### src/rtl/systolic_pkg.sv
// Shared types and sizing helpers for the systolic array sequencer.
// Imported by the skew-line block and the sequencer top.
package systolic_pkg;

    typedef enum logic [1:0] {
        IDLE,
        LOAD,
        RUN,
        DRAIN
    } state_e;

    typedef enum logic {
        SKEW,
        DESKEW
    } skew_mode_e;

    localparam int DIM_DEFAULT = 8;

    function automatic int run_cycles(input int dim);
        return 3 * dim - 1;
    endfunction

    function automatic int lat(input int dim);
        return 2 * dim - 1;
    endfunction

endpackage

### src/rtl/systolic_sequencer_skew_lines.sv
// Per-lane delay lines: SKEW delays lane j by j cycles,
// DESKEW delays lane j by DIM-1-j cycles.
module skew_lines
    import systolic_pkg::*;
#(
    parameter int         DIM  = DIM_DEFAULT,
    parameter skew_mode_e MODE = SKEW
) (
    input  logic           clk,
    input  logic           rst_n,
    input  logic           i_en,
    input  logic           i_clr,
    input  logic [DIM-1:0] i_d,
    output logic [DIM-1:0] o_q
);

    for (genvar j = 0; j < DIM; j++) begin : g_lane
        localparam int D = (MODE == SKEW) ? j : DIM - 1 - j;

        if (D == 0) begin : g_wire
            assign o_q[j] = i_d[j];
        end else if (D == 1) begin : g_one
            logic r_q;

            // single-stage lane, advances only when enabled
            always_ff @(posedge clk or negedge rst_n) begin
                if (!rst_n) begin
                    r_q <= 1'b0;
                end else if (i_clr) begin
                    r_q <= 1'b0;
                end else if (i_en) begin
                    r_q <= i_d[j];
                end
            end

            assign o_q[j] = r_q;
        end else begin : g_multi
            logic [D-1:0] r_sh;

            // multi-stage shift lane, advances only when enabled
            always_ff @(posedge clk or negedge rst_n) begin
                if (!rst_n) begin
                    r_sh <= '0;
                end else if (i_clr) begin
                    r_sh <= '0;
                end else if (i_en) begin
                    r_sh <= {r_sh[D-2:0], i_d[j]};
                end
            end

            assign o_q[j] = r_sh[D-1];
        end
    end

endmodule

### src/rtl/systolic_sequencer.sv
// Load/run/drain controller for a DIM x DIM systolic shift array:
// buffers operands, feeds a skewed wavefront, de-skews and streams results.
module systolic_sequencer
    import systolic_pkg::*;
#(
    parameter int DIM = DIM_DEFAULT
) (
    input  logic           clk,
    input  logic           rst_n,
    input  logic           start,
    input  logic           abort,
    input  logic [DIM-1:0] in_data,
    input  logic           in_valid,
    output logic           in_ready,
    output logic [DIM-1:0] arr_in,
    output logic           arr_en,
    input  logic [DIM-1:0] arr_out,
    output logic [DIM-1:0] out_data,
    output logic           out_valid,
    input  logic           out_ready,
    output logic           busy,
    output logic           done
);

    localparam int RUN_CYCLES = run_cycles(DIM);
    localparam int LAT        = lat(DIM);
    localparam int IW         = $clog2(DIM);
    localparam int TW         = $clog2(RUN_CYCLES);

    localparam logic [IW-1:0] I_LAST = IW'(DIM - 1);
    localparam logic [TW-1:0] T_LAST = TW'(RUN_CYCLES - 1);
    localparam logic [TW-1:0] T_DIM  = TW'(DIM);
    localparam logic [TW-1:0] T_LAT  = TW'(LAT);

    state_e         r_state;
    logic [IW-1:0]  r_idx;
    logic [TW-1:0]  r_t;
    logic           r_in_ready;
    logic           r_arr_en;
    logic           r_out_valid;
    logic           r_busy;
    logic           r_done;
    logic [DIM-1:0] r_ops [DIM];
    logic [DIM-1:0] r_res [DIM];

    logic           w_in_hs;
    logic           w_out_hs;
    logic [DIM-1:0] w_skew_in;
    logic [DIM-1:0] w_skew_out;
    logic [DIM-1:0] w_deskew;

    assign w_in_hs   = r_in_ready & in_valid;
    assign w_out_hs  = r_out_valid & out_ready;
    assign w_skew_in = (r_arr_en && r_t < T_DIM) ? r_ops[r_t[IW-1:0]] : '0;

    skew_lines #(
        .DIM  (DIM),
        .MODE (SKEW)
    ) u_skew (
        .clk   (clk),
        .rst_n (rst_n),
        .i_en  (r_arr_en),
        .i_clr (abort),
        .i_d   (w_skew_in),
        .o_q   (w_skew_out)
    );

    skew_lines #(
        .DIM  (DIM),
        .MODE (DESKEW)
    ) u_deskew (
        .clk   (clk),
        .rst_n (rst_n),
        .i_en  (r_arr_en),
        .i_clr (abort),
        .i_d   (arr_out),
        .o_q   (w_deskew)
    );

    // sequencing FSM with registered handshake and status outputs
    always_ff @(posedge clk or negedge rst_n) begin
        if (!rst_n) begin
            r_state     <= IDLE;
            r_idx       <= '0;
            r_t         <= '0;
            r_in_ready  <= 1'b0;
            r_arr_en    <= 1'b0;
            r_out_valid <= 1'b0;
            r_busy      <= 1'b0;
            r_done      <= 1'b0;
        end else begin
            r_done <= 1'b0;
            if (abort) begin
                r_state     <= IDLE;
                r_idx       <= '0;
                r_t         <= '0;
                r_in_ready  <= 1'b0;
                r_arr_en    <= 1'b0;
                r_out_valid <= 1'b0;
                r_busy      <= 1'b0;
            end else begin
                unique case (r_state)
                    IDLE: begin
                        if (start) begin
                            r_state    <= LOAD;
                            r_idx      <= '0;
                            r_in_ready <= 1'b1;
                            r_busy     <= 1'b1;
                        end
                    end
                    LOAD: begin
                        if (w_in_hs) begin
                            if (r_idx == I_LAST) begin
                                r_state    <= RUN;
                                r_idx      <= '0;
                                r_t        <= '0;
                                r_in_ready <= 1'b0;
                                r_arr_en   <= 1'b1;
                            end else begin
                                r_idx <= r_idx + 1'b1;
                            end
                        end
                    end
                    RUN: begin
                        if (r_t == T_LAST) begin
                            r_state     <= DRAIN;
                            r_t         <= '0;
                            r_idx       <= '0;
                            r_arr_en    <= 1'b0;
                            r_out_valid <= 1'b1;
                        end else begin
                            r_t <= r_t + 1'b1;
                        end
                    end
                    DRAIN: begin
                        if (w_out_hs) begin
                            if (r_idx == I_LAST) begin
                                r_state     <= IDLE;
                                r_idx       <= '0;
                                r_out_valid <= 1'b0;
                                r_busy      <= 1'b0;
                                r_done      <= 1'b1;
                            end else begin
                                r_idx <= r_idx + 1'b1;
                            end
                        end
                    end
                    default: begin
                        r_state <= IDLE;
                    end
                endcase
            end
        end
    end

    // operand capture during LOAD, result capture late in RUN
    always_ff @(posedge clk or negedge rst_n) begin
        if (!rst_n) begin
            for (int k = 0; k < DIM; k++) begin
                r_ops[k] <= '0;
                r_res[k] <= '0;
            end
        end else if (abort) begin
            for (int k = 0; k < DIM; k++) begin
                r_ops[k] <= '0;
                r_res[k] <= '0;
            end
        end else begin
            if (w_in_hs) begin
                r_ops[r_idx] <= in_data;
            end
            if (r_arr_en && r_t >= T_LAT) begin
                r_res[IW'(r_t - T_LAT)] <= w_deskew;
            end
        end
    end

    assign in_ready  = r_in_ready;
    assign arr_en    = r_arr_en;
    assign arr_in    = r_arr_en ? w_skew_out : '0;
    assign out_valid = r_out_valid;
    assign out_data  = r_out_valid ? r_res[r_idx] : '0;
    assign busy      = r_busy;
    assign done      = r_done;

endmodule

### config.mk
export PLATFORM = sky130hd
export DESIGN_NAME = systolic_sequencer
export DESIGN_NICKNAME = d
export VERILOG_FILES = /design/src/rtl/systolic_pkg.sv /design/src/rtl/systolic_sequencer_skew_lines.sv /design/src/rtl/systolic_sequencer.sv
export SDC_FILE = /design/constraint.sdc
export NUM_CORES = 1
export LEC_CHECK = 0
export ABC_AREA = 1
export CAP_MARGIN = 20
export CORE_UTILIZATION = 60
export CTS_CLUSTER_DIAMETER = 40
export DETAILED_ROUTE_END_ITERATION = 10
export PLACE_DENSITY = 0.79
export SLEW_MARGIN = 20
export SYNTH_ARGS = -nofsm -noshare
export SYNTH_HDL_FRONTEND = slang
export SYNTH_SLANG_ARGS = --single-unit
### constraint.sdc
create_clock -name clk -period 3.8 [get_ports clk]
set_input_delay 0.57 -clock clk [delete_from_list [all_inputs] [get_ports clk]]
set_output_delay 0.57 -clock clk [all_outputs]
set_load 0.01 [all_outputs]
# Yosys cells after proc, flatten, opt, wreduce, memory -nomap -nowiden

Index checks and enable logic that the tools add are counted.

Order comparisons: 7
Reduce and logical (&&, ||, !) cells: 19
Bitwise logic cells: 5
Add/sub/neg operators: 3
Muxes and demuxes: 87
Equality and inequality tests: 11

Operators with widths:

| cell                                                                  | number |
|---|---|
| 64-bit two-way mux                                                    | 4 |
| 64-bit bitwise mux                                                    | 2 |
| 8-bit two-way mux                                                     | 9 |
| 8-bit binary-select mux with 3-bit select                             | 2 |
| 8-bit demux with 3-bit select                                         | 2 |
| 5-bit two-way mux                                                     | 8 |
| 3-bit two-way mux                                                     | 10 |
| 7-bit two-way mux                                                     | 4 |
| 6-bit two-way mux                                                     | 4 |
| 2-bit two-way mux                                                     | 11 |
| 1-bit two-way mux                                                     | 20 |
| 4-bit AND reduction                                                   | 5 |
| 3-bit inequality test (second input constant)                         | 6 |
| 4-bit two-way mux                                                     | 4 |
| 4-bit >= comparator (second input constant)                           | 3 |
| 3-bit NOT with 4-bit output                                           | 3 |
| 3-bit case mux with 4 select lines                                    | 1 |
| 3-bit nonzero test                                                    | 4 |
| 5-bit case mux with 2 select lines                                    | 1 |
| 4-bit by 1-bit < comparator with 1-bit output (second input constant) | 2 |
| 1-bit case mux with 2 select lines                                    | 4 |
| 2-bit case mux with 4 select lines                                    | 1 |
| 6-bit AND reduction                                                   | 1 |
| 2-bit nonzero test                                                    | 3 |
| other kinds (13)                                                      | 18 |

Input bits: 22
Bits in registers: 199
Word-level logic and storage cells: 170

# Logic depth before layout (Yosys ltp)

Gate-level depths: netlist (run 1).

Depth in word-level cells: 9
Depth in mapped cells: 11
Gate-level depth less buffers: 10

# By module

From an unflattened synthesis (run 1), not the netlist that was laid out.

Cell total of the unflattened synthesis: 1222
Area, all modules: 9965.8 um2

By module, submodules not included:

| module                 | times used | area each (um2) | cells each |
|---|---|---|---|
| systolic_sequencer     | 1          | 7498.4          | 964 |
| skew_lines at u_skew   | 1          | 1275.0          | 129 |
| skew_lines at u_deskew | 1          | 1192.4          | 129 |

# Worst setup path before layout (run 1)

No wires, ideal clock.

Path type: reg-to-reg
From: register r_t[0]
To: register r_idx[2]
Cell stages (with the launch flop): 10
Clock period less this slack: 1895 ps
Arrival time: 1768 ps
Setup slack: 1905 ps
Library setup time: 127 ps
Path buffers: 2
Cell sequence: dfrtp_1 -> clkbuf_1 -> inv_2 -> buf_1 -> ha_1 -> nand2_1 -> o21ai_0 -> nand3_1 -> nand2_1 -> o21ai_0

Cells in the longest elaborated chain, start to end: 3

Ends and longest elaborated chain:

| element                         | RTL line                  | RTL |
|---|---|---|
| start, declared                 | systolic_sequencer.sv:37  | `logic [TW-1:0] r_t;` |
| start signal, assigned          | systolic_sequencer.sv:132 | `r_t <= r_t + 1'b1;` |
| 5-bit equality test             | systolic_sequencer.sv:125 | `if (r_t == T_LAST) begin` |
| 3-bit inequality test (no line) | n/a                       |  |
| 4-bit AND reduction (no line)   | n/a                       |  |
| end signal, assigned            | systolic_sequencer.sv:120 | `r_idx <= r_idx + 1'b1;` |
| end signal, assigned            | systolic_sequencer.sv:144 | `r_idx <= r_idx + 1'b1;` |
| end, declared                   | systolic_sequencer.sv:36  | `logic [IW-1:0] r_idx;` |

No other way between the ends.
A chain may end at the register's enable or synchronous reset.

# Final worst setup path (run 1)

From: register r_idx[1]
To: output out_data[6]

Cells in the longest elaborated chain, start to end: 5

Ends and longest elaborated chain:

| element                                               | RTL line                  | RTL |
|---|---|---|
| 3-bit NOT with 4-bit output (not written as such)     | systolic_sequencer.sv:182 | `assign out_data = r_out_valid ? r_res[r_idx] : '0;` |
| 8-bit binary-select mux with 3-bit select             | systolic_sequencer.sv:182 |  |
| 8-bit two-way mux (not written as such) (2 in series) | systolic_sequencer.sv:182 |  |
| 8-bit two-way mux                                     | systolic_sequencer.sv:182 |  |
| end, declared                                         | systolic_sequencer.sv:18  | `output logic [DIM-1:0] out_data,` |

No other way between the ends. The select of a mux whose other input is x is not followed.

==> out/qor.yml, run 1 <==
run_status:
  status: "finished, final reports clean"
critical_path:
  slowest_delay_ns: 0.71
  reg2reg_from: "r_t[0]"
  critPathBufInv: 2
  path_cells: "inv_1 > nand2_1 > nand2_1 > nand2_1 > a21oi_1 > clkdlybuf4s50_1"
  crit_fanout: 26
  path_common_cell: "nand2_1"
  arrival_ns: 2.81
  startpoint_type: "flop"
  r2r_end: "r_idx[2]"
  crit_path_end_kind: "primary output"
  reg2reg_depth: 6
  slowest_stage: "inv_1"
  worstPathRequired_ns: 3.23
  regToRegSetupSlack_ns: 1.02
  crit_family: "buffers and inverters"
  worstSetupPathType: "flop to primary output"
timing:
  timing.fmax_mhz: 296
  setup_slack_ns: 0.421
  setup_tns_ns: 0
  fin_crit_sh_pct: 88.9
  worstMarginPinSlew_ns: 0.921
  finClkSkew_ns: 0.00739
  slew_viol_final: 0
  fin_crit_ns: 3.38
  max_slew_margin_pct: 38.6
  finalHoldViolations: 0
  rsz0062_at_grt: "false"
  setup_violations: 0
detailed_routing:
  routed_wl_um: 22900
  drt_iter0_markers: 1075
  route.detailed.wl_per_inst_um: 16.1
  route.detailed.drc: 0
  viasPerCell: 5.72
  vias: 8110
  drt_first_pass_iters: 6
  ant_nets: 0
cts:
  numCtsBuffers: 17
  cts_buffer_depth: 2
  insertion_delay_ns: 0.44
  htreeDepth: 4
  cts_setup_buffers: 0
  cts_tree: "built"
  path_clk_slew_ns: 0.07
  root_buffer: "clkbuf_16"
  cts.sinks: 199
  cts_hold_buffers: 0
  cts_resized: 0
synth:
  syn_nets: 1205
  synth_area_per_cell_um2: 8.01
  syn_area_mm2: 0.00939
  ys_ff_latch: 199
  synth_cell_types: 27
  ys_warn_count: 0
  netlist_instances: 1173
  yosysSeqAreaShare_pct: 53.0
power:
  max-vdd-ir-drop_uv: 392
  p_leak_nw: 5.29
  power.density_mw_per_mm2: 494
placement:
  placed_area_mm2: 0.00997
  dpl.hpwl_um: 14500
  gp_congestion: 0.868
  pre_cts_ws_ns: 0.676
  io_buffers: 42
die:
  start_util_pct: 61.5
  dieHeight_um: 127
  die_area_mm2: 0.0162
  coreArea_mm2: 0.0153
  die_x_um: 127
  num_io_pins: 43
  rows: 45
finish:
  fin_area_mm2: 0.0105
  antenna_cells: 0
  nFillCells: 1250
  final_layout_size_suffix_gt1_share_pct: 5.05
  fin_nets: 1229
  ff_latch_area_mm2: 0.00498
  area_delta_synth_final_pct: 11.8
  multi_input_area_mm2: 0.00364
flow_run:
  drv_cap: 0
global_routing:
  grt_pass1_vias: 7661
  grt_max_degree: 101
  grt_overflow: 0
  antenna_found_initial: 0
  grt_use_total_pct: 30.6
  grt_pass1_wl_um: 38800
hold_path:
  hold_path_class: "input port to async pin"
==> worst register-to-register path, stage by stage, from the launching register on <==
cell	delay (ns)
dfrtp_1	0.65
inv_2	0.56
ha_1	0.24
nand2_1	0.06
o21ai_0	0.58
nand3_1	0.31
o21ai_0	0.28
==> through the flow <==
step	total power, W	util (%)	hold WS, ns	instances
floorplan	0.00317	-	0.274	1173
global placement	0.00352	65.3	0.454	1389
detailed placement	0.00354	65.3	0.458	1389
CTS	0.00518	68.8	0.253	1419
global route	0.00543	68.8	0.288	1419
finish	0.00518	68.8	0.213	1419
==> layout by cell type, fill, tap and decap left out, types with 3 or more instances in the layout <==
master and count:
a21oi_1 10, nand2_2 3, ha_1 10, clkdlybuf4s50_1 41
clkbuf_16 17, clkinv_4 4, nand3_1 146, nand4_1 25
inv_2 3, dfrtp_1 198, nor2_1 28, o211ai_1 9
o21ai_0 47, buf_4 15, o22ai_1 84, inv_1 135
nand2_1 405, clkinv_1 4
==> final cells by class <==
type / instances / share of cell area [%]
repair buffers: 58 / 5.30
clock buffers: 18 / 4.09
multi-input cells: 779 / 34.6
well taps: 211 / 2.51
inverters: 142 / 5.08
clock inverters: 12 / 0.953
flip-flops and latches: 199 / 47.4
==> logic make-up (layout without fill, tap and decap cells) <==
logic type,count (synthesis),count (layout),synth area share (%)
and+or+nand+nor,616,616,27.7
buffers and inverters,195,230,8.23
DFF,199,199,53.0
AOI/OAI and AO/OA,153,153,9.69
adders and majority gates,10,10,1.33
==> how the worst max path moves through the flow <==
stage,start,cells after the start,endpoint,slack (ns)
detailed placement,r_idx[1],6,out_data[1],0.68
global placement,r_idx[1],6,out_data[3],0.69
floorplan,r_t[0],9,r_idx[2],1.91
finish,r_idx[1],6,out_data[6],0.42
CTS,r_idx[1],6,out_data[1],0.19
global route,r_idx[1],6,out_data[5],0.20
==> registers in the layout, summed over array words and instances (netlist names) <==
register	cells
out_valid	1
r_ops	64
in_ready	1
u_deskew.g_lane.g_multi.r_sh	27
u_deskew.g_lane.g_one.r_q	1
done	1
u_skew.g_lane.g_multi.r_sh	27
r_idx	3
arr_en	1
r_res	64
r_state	2
u_skew.g_lane.g_one.r_q	1
r_t	5
busy	1
==> synthesized netlist by cell type (all sizes together) <==
cell type / number / area, um2
inv: 139 / 522
clkbuf: 19 / 71.3
dfrtp: 199 / 4980
nand2: 408 / 1540
a21oi: 11 / 66.3
nand4: 26 / 169
ha: 10 / 125
nand3: 147 / 741
or2: 2 / 12.5
buf: 34 / 169
o22ai: 84 / 526
o21bai: 2 / 15.0
o21ai: 47 / 235
clkinv: 3 / 11.3
nor3: 1 / 5.00
nand3b: 1 / 7.51
o211ai: 9 / 67.6
nor2: 31 / 129
==> power breakdown <==
part	internal (W)	switching (W)	leakage [nW]
logic	0.000328	0.000831	2.27
registers	0.00223	0.000136	2.76
clock network	0.000844	0.000814	0.256
total	0.00340	0.00178	5.29
==> layer usage <==
layer	wire (um)	track usage [%]	up-vias
met5	0	0	-
met3	2100	7.91	21
li1	-	-	3872
met4	196	7.91	0
met1	10100	43.8	3845
met2	10500	46.6	372
Power figures use the tool's default switching activity.
==> run 2, diff against run 1 <==
ABC_AREA = default   (was 1)
==> run 2 against run 1 <==
Against the previous run: routed wire length is 1.1% lower; power is 2.5% higher; largest cell class unchanged; global-route usage is 2.9 points lower; flip-flop and latch count stayed put; largest power group unchanged; sequential power is 3% higher.
==> out/qor.yml, run 2 <==
timing:
  setup_tns_ns: 0  # unchanged
  slew_viol_final: 0  # unchanged
  setup_violations: 0  # unchanged
  max_slew_margin_pct: 38.8  # +0.25 points
  timing.fmax_mhz: 312  # +5.4%
  fin_crit_sh_pct: 84.4  # -4.6 points
  finClkSkew_ns: 0.0117  # +0.00429 ns
  rsz0062_at_grt: "false"
  setup_slack_ns: 0.594  # +0.173 ns
  finalHoldViolations: 0  # unchanged
  worstMarginPinSlew_ns: 0.918  # -0.00380 ns
  fin_crit_ns: 3.21  # -0.173 ns
cts:
  insertion_delay_ns: 0.44  # about the same
  cts_hold_buffers: 0  # unchanged
  path_clk_slew_ns: 0.07  # about the same
  cts.sinks: 199  # unchanged
  cts_tree: "built"
  root_buffer: "clkbuf_16"
  cts_buffer_depth: 2  # unchanged
  cts_setup_buffers: 0  # unchanged
  htreeDepth: 4  # unchanged
  numCtsBuffers: 17  # unchanged
  cts_resized: 0  # unchanged
die:
  dieHeight_um: 132  # +3.8%
  coreArea_mm2: 0.0165  # +8.3%
  rows: 47  # +4.4%
  die_area_mm2: 0.0174  # +7.7%
  die_x_um: 132  # +3.8%
  num_io_pins: 43  # unchanged
  start_util_pct: 61.3  # -0.25 points
finish:
  reg_top3: "r_ops (64), r_res (64)"
  postLayoutCoreUtil_pct: 67.6  # -1.2 points
  antenna_cells: 0  # unchanged
  area_delta_synth_final_pct: 10.3
  fin_nets: 1005  # -18%
  final_cells: 1206  # -15%
  final_layout_size_suffix_gt1_share_pct: 8.42  # +3.4 points
  multi_input_area_mm2: 0.00471  # +29%
  final_common_cell: "dfrtp_1"
  final_cell_mix: "dfrtp_1, nand2_1, nor2_1"
  nFillCells: 1258  # +0.64%
  ff_latch_area_mm2: 0.00498  # about the same
detailed_routing:
  drt_iter0_markers: 827  # -23%
  route.detailed.wl_per_inst_um: 18.8  # +16%
  vias: 7666  # -5.5%
  viasPerCell: 6.36  # +11%
  route.detailed.drc: 0  # unchanged
  ant_nets: 0  # unchanged
  routed_wl_um: 22700  # -1.1%
  drt_first_pass_iters: 5  # -1
power:
  max-vdd-ir-drop_uv: 348  # -11%
  p_leak_nw: 4.65  # -12%
  power.density_mw_per_mm2: 476  # -3.6%
critical_path:
  slowest_delay_ns: 0.68  # -0.03 ns
  worstSetupPathType: "flop to primary output"
  slowest_stage: "dfrtp_1"
  crit_family: "buffers and inverters"
  startpoint_type: "flop"
  arrival_ns: 2.64  # -0.17 ns
  path_cells: "buf_4 > mux4_2 > nand2_1 > a21boi_0 > clkdlybuf4s50_1"
  crit_path_end_kind: "primary output"
  critPathBufInv: 2  # unchanged
  crit_fanout: 15  # -42%
  worstPathRequired_ns: 3.23  # about the same
placement:
  pre_cts_ws_ns: 1.06  # +0.383 ns
  dp.cells: 1174  # -15%
  gp_congestion: 0.782  # -9.9%
  io_buffers: 42  # unchanged
  dpl.hpwl_um: 13600  # -6.3%
synth:
  ys_warn_count: 0  # unchanged
  synth_cell_types: 56  # +110%
  synth_top_area_share_pct: 49.2  # -3.9 points
  yosysTopAreaCell: "dfrtp_1"
  ys_ff_latch: 199  # unchanged
  yosysMostFrequentCell: "dfrtp_1"
  async_reset_ff_share_pct: 100  # unchanged
  syn_area_mm2: 0.0101  # +7.9%
  synth_area_leaders: "dfrtp_1, mux2i_1, nand2_1"
  synth-edff-count: 0  # unchanged
  netlist_instances: 981  # -16%
  syn_nets: 1013  # -16%
  synth-main-ff-cell: "dfrtp_1"
  yosysSeqAreaShare_pct: 49.2  # -3.9 points
  synth_common_cells: "dfrtp_1, nand2_1, nor2_1"
  synth_area_per_cell_um2: 10.3  # +29%
global_routing:
  grt_pass1_vias: 7382  # -3.6%
  grt_use_total_pct: 27.6  # -2.9 points
  antenna_found_initial: 0  # unchanged
  grt_pass1_wl_um: 38300  # -1.2%
  grt_max_degree: 129  # +28%
  grt_overflow: 0  # unchanged
flow_run:
  drv_cap: 0  # unchanged
hold_path:
  hold_path_class: "input port to async pin"
run_status:
  status: "finished, final reports clean"
run 2: changes by cell type after synthesis, sizes merged, moves of 14 or more:
| cell | previous run | this run |
|---|---|---|
| nand2 | 408 | 135 |
| nand3 | 147 | 4 |
| inv | 139 | 6 |
| o22ai | 84 | 1 |
| mux2i | 0 | 80 |
| nor2 | 31 | 97 |
| o311ai | 0 | 66 |
| nand3b | 1 | 66 |
| a21oi | 11 | 38 |
| clkbuf | 19 | 45 |
| nor2b | 0 | 26 |
| nand4 | 26 | 5 |
| mux4 | 0 | 19 |
| nand2b | 0 | 14 |
run 2: area by class of cell:
| cell class | instances | area share, % |
|---|---|---|
| sequential | 199 | 44.6 |
| timing repair buffer | 60 | 5.10 |
| tap | 220 | 2.46 |
| inverter | 7 | 0.235 |
| clock inverter | 15 | 1.66 |
| multi-input combinational | 688 | 42.1 |
| clock buffer | 17 | 3.81 |
run 2: report_power, final:
group | internal [W] | switching [W]
Sequential | 0.00224 | 0.000198
Clock | 0.00100 | 0.000872
Combinational | 0.000439 | 0.000566
Total | 0.00368 | 0.00164
run 2: kinds of logic after synthesis:
kind of cell,share of synthesized area (%)
flip-flops,49.2
AND/OR/NAND/NOR,18.4
multiplexers,12.4
buffers and inverters,4.36
XOR/XNOR,0.173
adder cells (fa/ha/maj),1.24
AO/OA/AOI/OAI,14.4
run 2: worst paths after layout:
kind	from	end	slack (ns)	depth (start not counted)
setup / recovery	r_idx[2]	out_data[4]	0.59	5
hold / removal	rst_n	r_res[14]	0.16	1
setup reg to reg	r_t[0]	r_res[28]	0.99	4
hold reg to reg	u_skew.g_lane[4].g_multi.r_sh[0]	u_skew.g_lane[4].g_multi.r_sh[0]	0.49	2
max in group asynchronous	rst_n	r_res[56]	2.70	2
min in group clk	u_skew.g_lane[4].g_multi.r_sh[0]	u_skew.g_lane[4].g_multi.r_sh[0]	0.49	2
run 2: through the flow:
| stage | cell area [um2] | power [W] | hold slack, ns |
|---|---|---|---|
| final | 11200 | 0.00531 | 0.159 |
| after global routing | 11200 | 0.00555 | 0.213 |
| after CTS | 11200 | 0.00534 | 0.188 |
| after detailed placement | 10600 | 0.00347 | 0.480 |
| after global placement | 10600 | 0.00345 | 0.480 |
| after floorplan | 10100 | 0.00317 | 0.274 |
run 2: worst register-to-register path, delay by kind of cell, from the launching register on:
family	cells	cell delay, ns
AO/OA/AOI/OAI	1	0.60
adder cells (fa/ha/maj)	1	0.38
AND/OR/NAND/NOR	1	0.57
flip-flops	1	0.83
XOR/XNOR	1	0.28
run 2: per-layer routing:
layer | global-route usage, % | part of all wire, % | vias up
met5 | 0 | 0 | -
met4 | 7.88 | 1.3 | 0
met3 | 4.54 | 4.1 | 29
met2 | 43.9 | 50 | 213
met1 | 39.5 | 45 | 3881
li1 | - | - | 3543
==> patch 1, RTL diff (config.mk and constraints of run 1) <==
Change the package constant `DIM_DEFAULT` from 8 to 4.
--- a/src/rtl/systolic_pkg.sv
+++ b/src/rtl/systolic_pkg.sv
@@ -14,7 +14,7 @@
         DESKEW
     } skew_mode_e;
 
-    localparam int DIM_DEFAULT = 8;
+    localparam int DIM_DEFAULT = 4;
 
     function automatic int run_cycles(input int dim);
         return 3 * dim - 1;
Interface: changed (resized arr_in, arr_out, in_data and out_data); port bits go from 43 to 27. No check against the original RTL was run, so the function may have changed too.
==> patch 1 against run 1 <==
  * Maximum frequency is 19% higher
  * Routed wire length shrank 71%
  * Via count is 70% lower
  * Synthesized cell count shrank 69%
  * Total power decreased by 62%
  * Design area down 66%
  * Critical endpoint is now out_data[2]
  * Critical path type unchanged
  * Largest power group unchanged
  * Setup slack gained 530 ps
  * Synthesized area decreased by 68%
  * Largest cell class unchanged
  * Sequential cell count decreased by 142
==> patch 1: results (changes against run 1) <==
Status
  – Status: finished, final reports clean

Drt
  – Avg Vias per Cell: 5.32 (-6.9%)

Power
  – Comb pwr: 554 uW (-52%)
  – Leakage: 0.00163 uW (-69%)
  – Flop pwr share: 39.5% (-6.2 points)

Cells and area
  – Clkbuf count: 11 (-7)
  – Inverters: 70 (-51%)
  – Final net count: 420 (-66%)
  – Seq area share: 40.3% (-7.1 points)
  – Multi-input combinational area share: 36.0% (+1.4 points)
  – Clock network contribution to total cell area: 6.23% (+1.2 points)

Critical path
  – Slowest CP cell: clkdlybuf4s50_1
  – Worst EP arrival: 2280 ps (-530 ps)
  – Slowest stage delay, CP: 560 ps (-150 ps)

Synthesis
  – Sequential area share after synthesis: 47.3% (-5.7 points)
  – Syn nets: 389 (-68%)
  – Post-synthesis cell type count: 28 (+3.7%)
  – Synth area leaders: dfrtp_1 (47%), inv_1 (8.3%), o21ai_0 (8.0%)
  – Synth cell count leaders: inv_1 (67), dfrtp_1 (57), nand2_1 (51), o21ai_0 (48), nand3_1 (28)

Floorplan
  – Die W: 72.9 um (-43%)

Clock tree
  – CTS sink count: 57 (-71%)

Timing
  – Slew at the pin closest to its max-slew limit: 716 ps (-205 ps)
  – Worst Skew: 5.16 ps (-2.22 ps)

Placed design
  – Final GP Congestion: 0.854 (-1.7%)

Global routing
  – Vias in the first global route: 2,345 (-69%)
  – First-pass GRT wire length: 11,000 um (-72%)
[patch 1: changes by cell type in the layout (fill, tap and decap cells not counted), sizes merged, moves of 8 or more]
cell                  run 1  this run
nor2                     31        18
dfrtp                   199        57
inv                     142        69
o22ai                    84        17
nand2                   408        54
o211ai                    9         0
buf                      16         3
nand4                    26         0
clkbuf                   19        11
clkdlybuf4s50            41        25
nand3                   147        31
a21oi                    11        29
[patch 1: cells by family after synthesis]
family,after synthesis,synth area share (%)
AO/OA/AOI/OAI,99,17.7
adder cells (fa/ha/maj),15,6.23
AND/OR/NAND/NOR,111,18.3
buffers and inverters,78,10.4
flip-flops,57,47.3
[patch 1: path summary, 6_finish.rpt]
check                      cells past startpoint          end  slack [ps]      start
max                                            5  out_data[2]         950   r_idx[0]
min reg2reg                                    2    r_ops[12]         520  r_ops[12]
max in group asynchronous                      2    out_valid        2720      rst_n
max reg2reg                                    8   r_state[0]        1910     r_t[0]
min                                            1     r_ops[6]         280      rst_n
min in group clk                               2    r_ops[12]         520  r_ops[12]
[patch 1: stage by stage]
step / utilization (%) / worst slack [ps] / instances
2_1_floorplan: - / 2060 / 360
3_3_place_gp: 69.3 / 1320 / 447
3_5_place_dp: 69.3 / 1310 / 447
4_1_cts: 73.9 / 945 / 463
5_1_grt: 73.9 / 723 / 463
6_report: 73.9 / 954 / 463
[patch 1: layer usage]
metal | track usage [%] | share of wire [%] | vias to the layer above
li1 | - | - | 1233
met1 | 38.1 | 47 | 1151
met2 | 43.5 | 46 | 65
met3 | 8.70 | 4.7 | 15
met4 | 12.9 | 2.6 | 0
met5 | 0 | 0 | -
[patch 1: worst register-to-register path: stages (launching register included)]
cell	delay [ps]
dfrtp_1	700
inv_1	270
ha_1	280
nand3_1	80
nand2_1	120
nand3_1	150
nor2_1	70
nand2_1	60
nand2_1	50
==> patch 2, RTL diff (flow settings as in run 1) <==
Made on the original files. Re-encode `state_e` (4 states) as one-hot, 4 bits wide.
--- a/src/rtl/systolic_pkg.sv
+++ b/src/rtl/systolic_pkg.sv
@@ -2,11 +2,11 @@
 // Imported by the skew-line block and the sequencer top.
 package systolic_pkg;
 
-    typedef enum logic [1:0] {
-        IDLE,
-        LOAD,
-        RUN,
-        DRAIN
+    typedef enum logic [3:0] {
+        IDLE  = 4'b0001,
+        LOAD  = 4'b0010,
+        RUN   = 4'b0100,
+        DRAIN = 4'b1000
     } state_e;
 
     typedef enum logic {
Function: no difference found for any inputs over 4 cycles, from zero or initial values and one cycle with rst_n low; so few cycles prove little.
==> patch 2 against run 1 <==
  * Sequential cell count grew 2
  * Non-clock buffer count fell by 1
  * Routed wire length rose by 0.53%
  * Sequential power hardly changed
  * First-iteration DRC count is 35% lower
  * Largest cell class unchanged
  * Design area is 3.7% higher
  * Total power increased by 22%
  * Synthesized area decreased by 1.1%
  * Sequential share of layout area down 1.2 points
  * Setup slack improved by 32 ps
  * Global-route usage down 0.20 points
==> patch 2: results (changes against run 1) <==
Status
  – Status: finished, final reports clean

Synthesis
  – Post-synthesis cell type count: 31 (+15%)
  – Synth area leaders: dfrtp_1 (54%), nand2_1 (13%), o21ai_0 (6.0%)
  – Mapped Cells: 1,107 (-5.6%)
  – Yosys warns: 0 (unchanged)
  – Sequential area share after synthesis: 54.2% (+1.2 points)
  – Synth cell count leaders: nand2_1 (317), dfrtp_1 (200), o21ai_0 (111), inv_1 (108), nand3_1 (82)

Power
  – Leakage: 0.00508 uW (-3.9%)
  – Internal power: 4380 uW (+29%)
  – Maximum VDD drop: 0.542 mV (+38%)

Critical path
  – Reg-to-reg critical path startpoint: r_t[2]
  – Worst Reg-to-Reg Cells: 8 (+2)
  – Worst EP arrival: 2780 ps (-30 ps)
  – Worst R2R Setup Slack: 1190 ps (+170 ps)
  – Slowest stage delay, CP: 570 ps (-140 ps)
  – Slowest CP cell: clkdlybuf4s50_1
  – Crit path launch: r_idx[0]
  – Worst Path Max Fanout: 26 (unchanged)
  – Reg2reg end: r_res[47]

Cells and area
  – Fillers: 1,142 (-8.6%)
  – Area of the multi-input gates: 0.00355 mm^2 (-2.3%)
  – Layout cell share with drive strength beyond 1: 9.15% (+4.1 points)

Drt
  – Drt pass-1 iters: 5 (-1)
  – Via count: 8,006 (-1.3%)
  – Avg Vias per Cell: 5.90 (+3.2%)
  – Routed length per instance: 17.0 um (+5.0%)
  – Initial DRC count: 698 (-35%)

Clock tree
  – CTS resizes: 0 (unchanged)
  – CTS HTree Levels: 1 (-3)
  – Clock buffer depth: 3 (+1)
  – Worst-Skew Late Latency: 540 ps (+100 ps)
  – Worst-path clk slew: 50 ps (-20 ps)
  – Total CTS buffers: 30 (+13)

Placed design
  – Input/output buffers: 42 (unchanged)
  – Placed cell areas: 0.00981 mm^2 (-1.6%)
  – Post-Place Cells: 1,302 (-6.3%)
  – Final GP Congestion: 0.863 (-0.67%)
  – Post-placement setup slack: 946 ps (+269 ps)
  – DP Wirelength: 14,800 um (+2.0%)

Global routing
  – Gr usage total: 30.4% (-0.20 points)
  – Vias in the first global route: 7,683 (+0.29%)
  – Largest net degree at the start of global routing: 102 (+0.99%)
  – First-pass GRT wire length: 38,800 um (+0.11%)

Timing
  – Worst Skew: 16.1 ps (+8.73 ps)
  – Hold Slack: 115 ps (-98.1 ps)
  – Slew HR: 39.7% (+1.2 points)
[patch 2: layout make-up]
cell class / count / share of cell area (%)
clock buffers: 36 / 7.66
flip-flops and latches: 201 / 46.2
inverters: 118 / 4.07
multi-input cells: 738 / 32.6
clock inverters: 20 / 2.26
repair buffers: 57 / 5.04
well taps: 188 / 2.16
[patch 2: how the worst max path moves through the flow]
stage | cells past startpoint | endpoint | slack (ps)
floorplan | 10 | r_res[32] | 1900
global placement | 8 | r_res[49] | 940
detailed placement | 8 | r_res[49] | 950
CTS | 8 | out_data[4] | 470
global route | 8 | out_data[4] | 340
finish | 8 | out_data[4] | 450
[patch 2: layer usage]
layer  part of all wire [%]  vias to the layer above  GRT usage [%]
met3                    5.4                       64           3.88
met4                    3.2                        0           12.5
met1                     43                     3907           41.9
li1                       -                     3768              -
met5                      0                        -              0
met2                     49                      267           49.1
[patch 2: cell families after synthesis]
kind of cell,Yosys count,synth area share (%)
adders and majority gates,5,0.674
and+or+nand+nor,480,22.5
AOI/OAI and AO/OA,253,15.1
DFF,201,54.2
buffers and inverters,168,7.55
[patch 2: power by group through the flow]
stage | clock (uW) | sequential [uW] | combinational (uW)
after global placement | 0 | 2400 | 1050
after global routing | 3010 | 2380 | 1200
final | 2860 | 2370 | 1080
after detailed placement | 0 | 2400 | 1060
after floorplan | 0 | 2350 | 802
after CTS | 2890 | 2370 | 1070
[patch 2: critical path, delay by kind of cell (launching register included)]
family / cells / cell delay (ps)
compound gates: 1 / 190
flops: 1 / 500
buf+inv: 3 / 1150
simple gates: 4 / 390
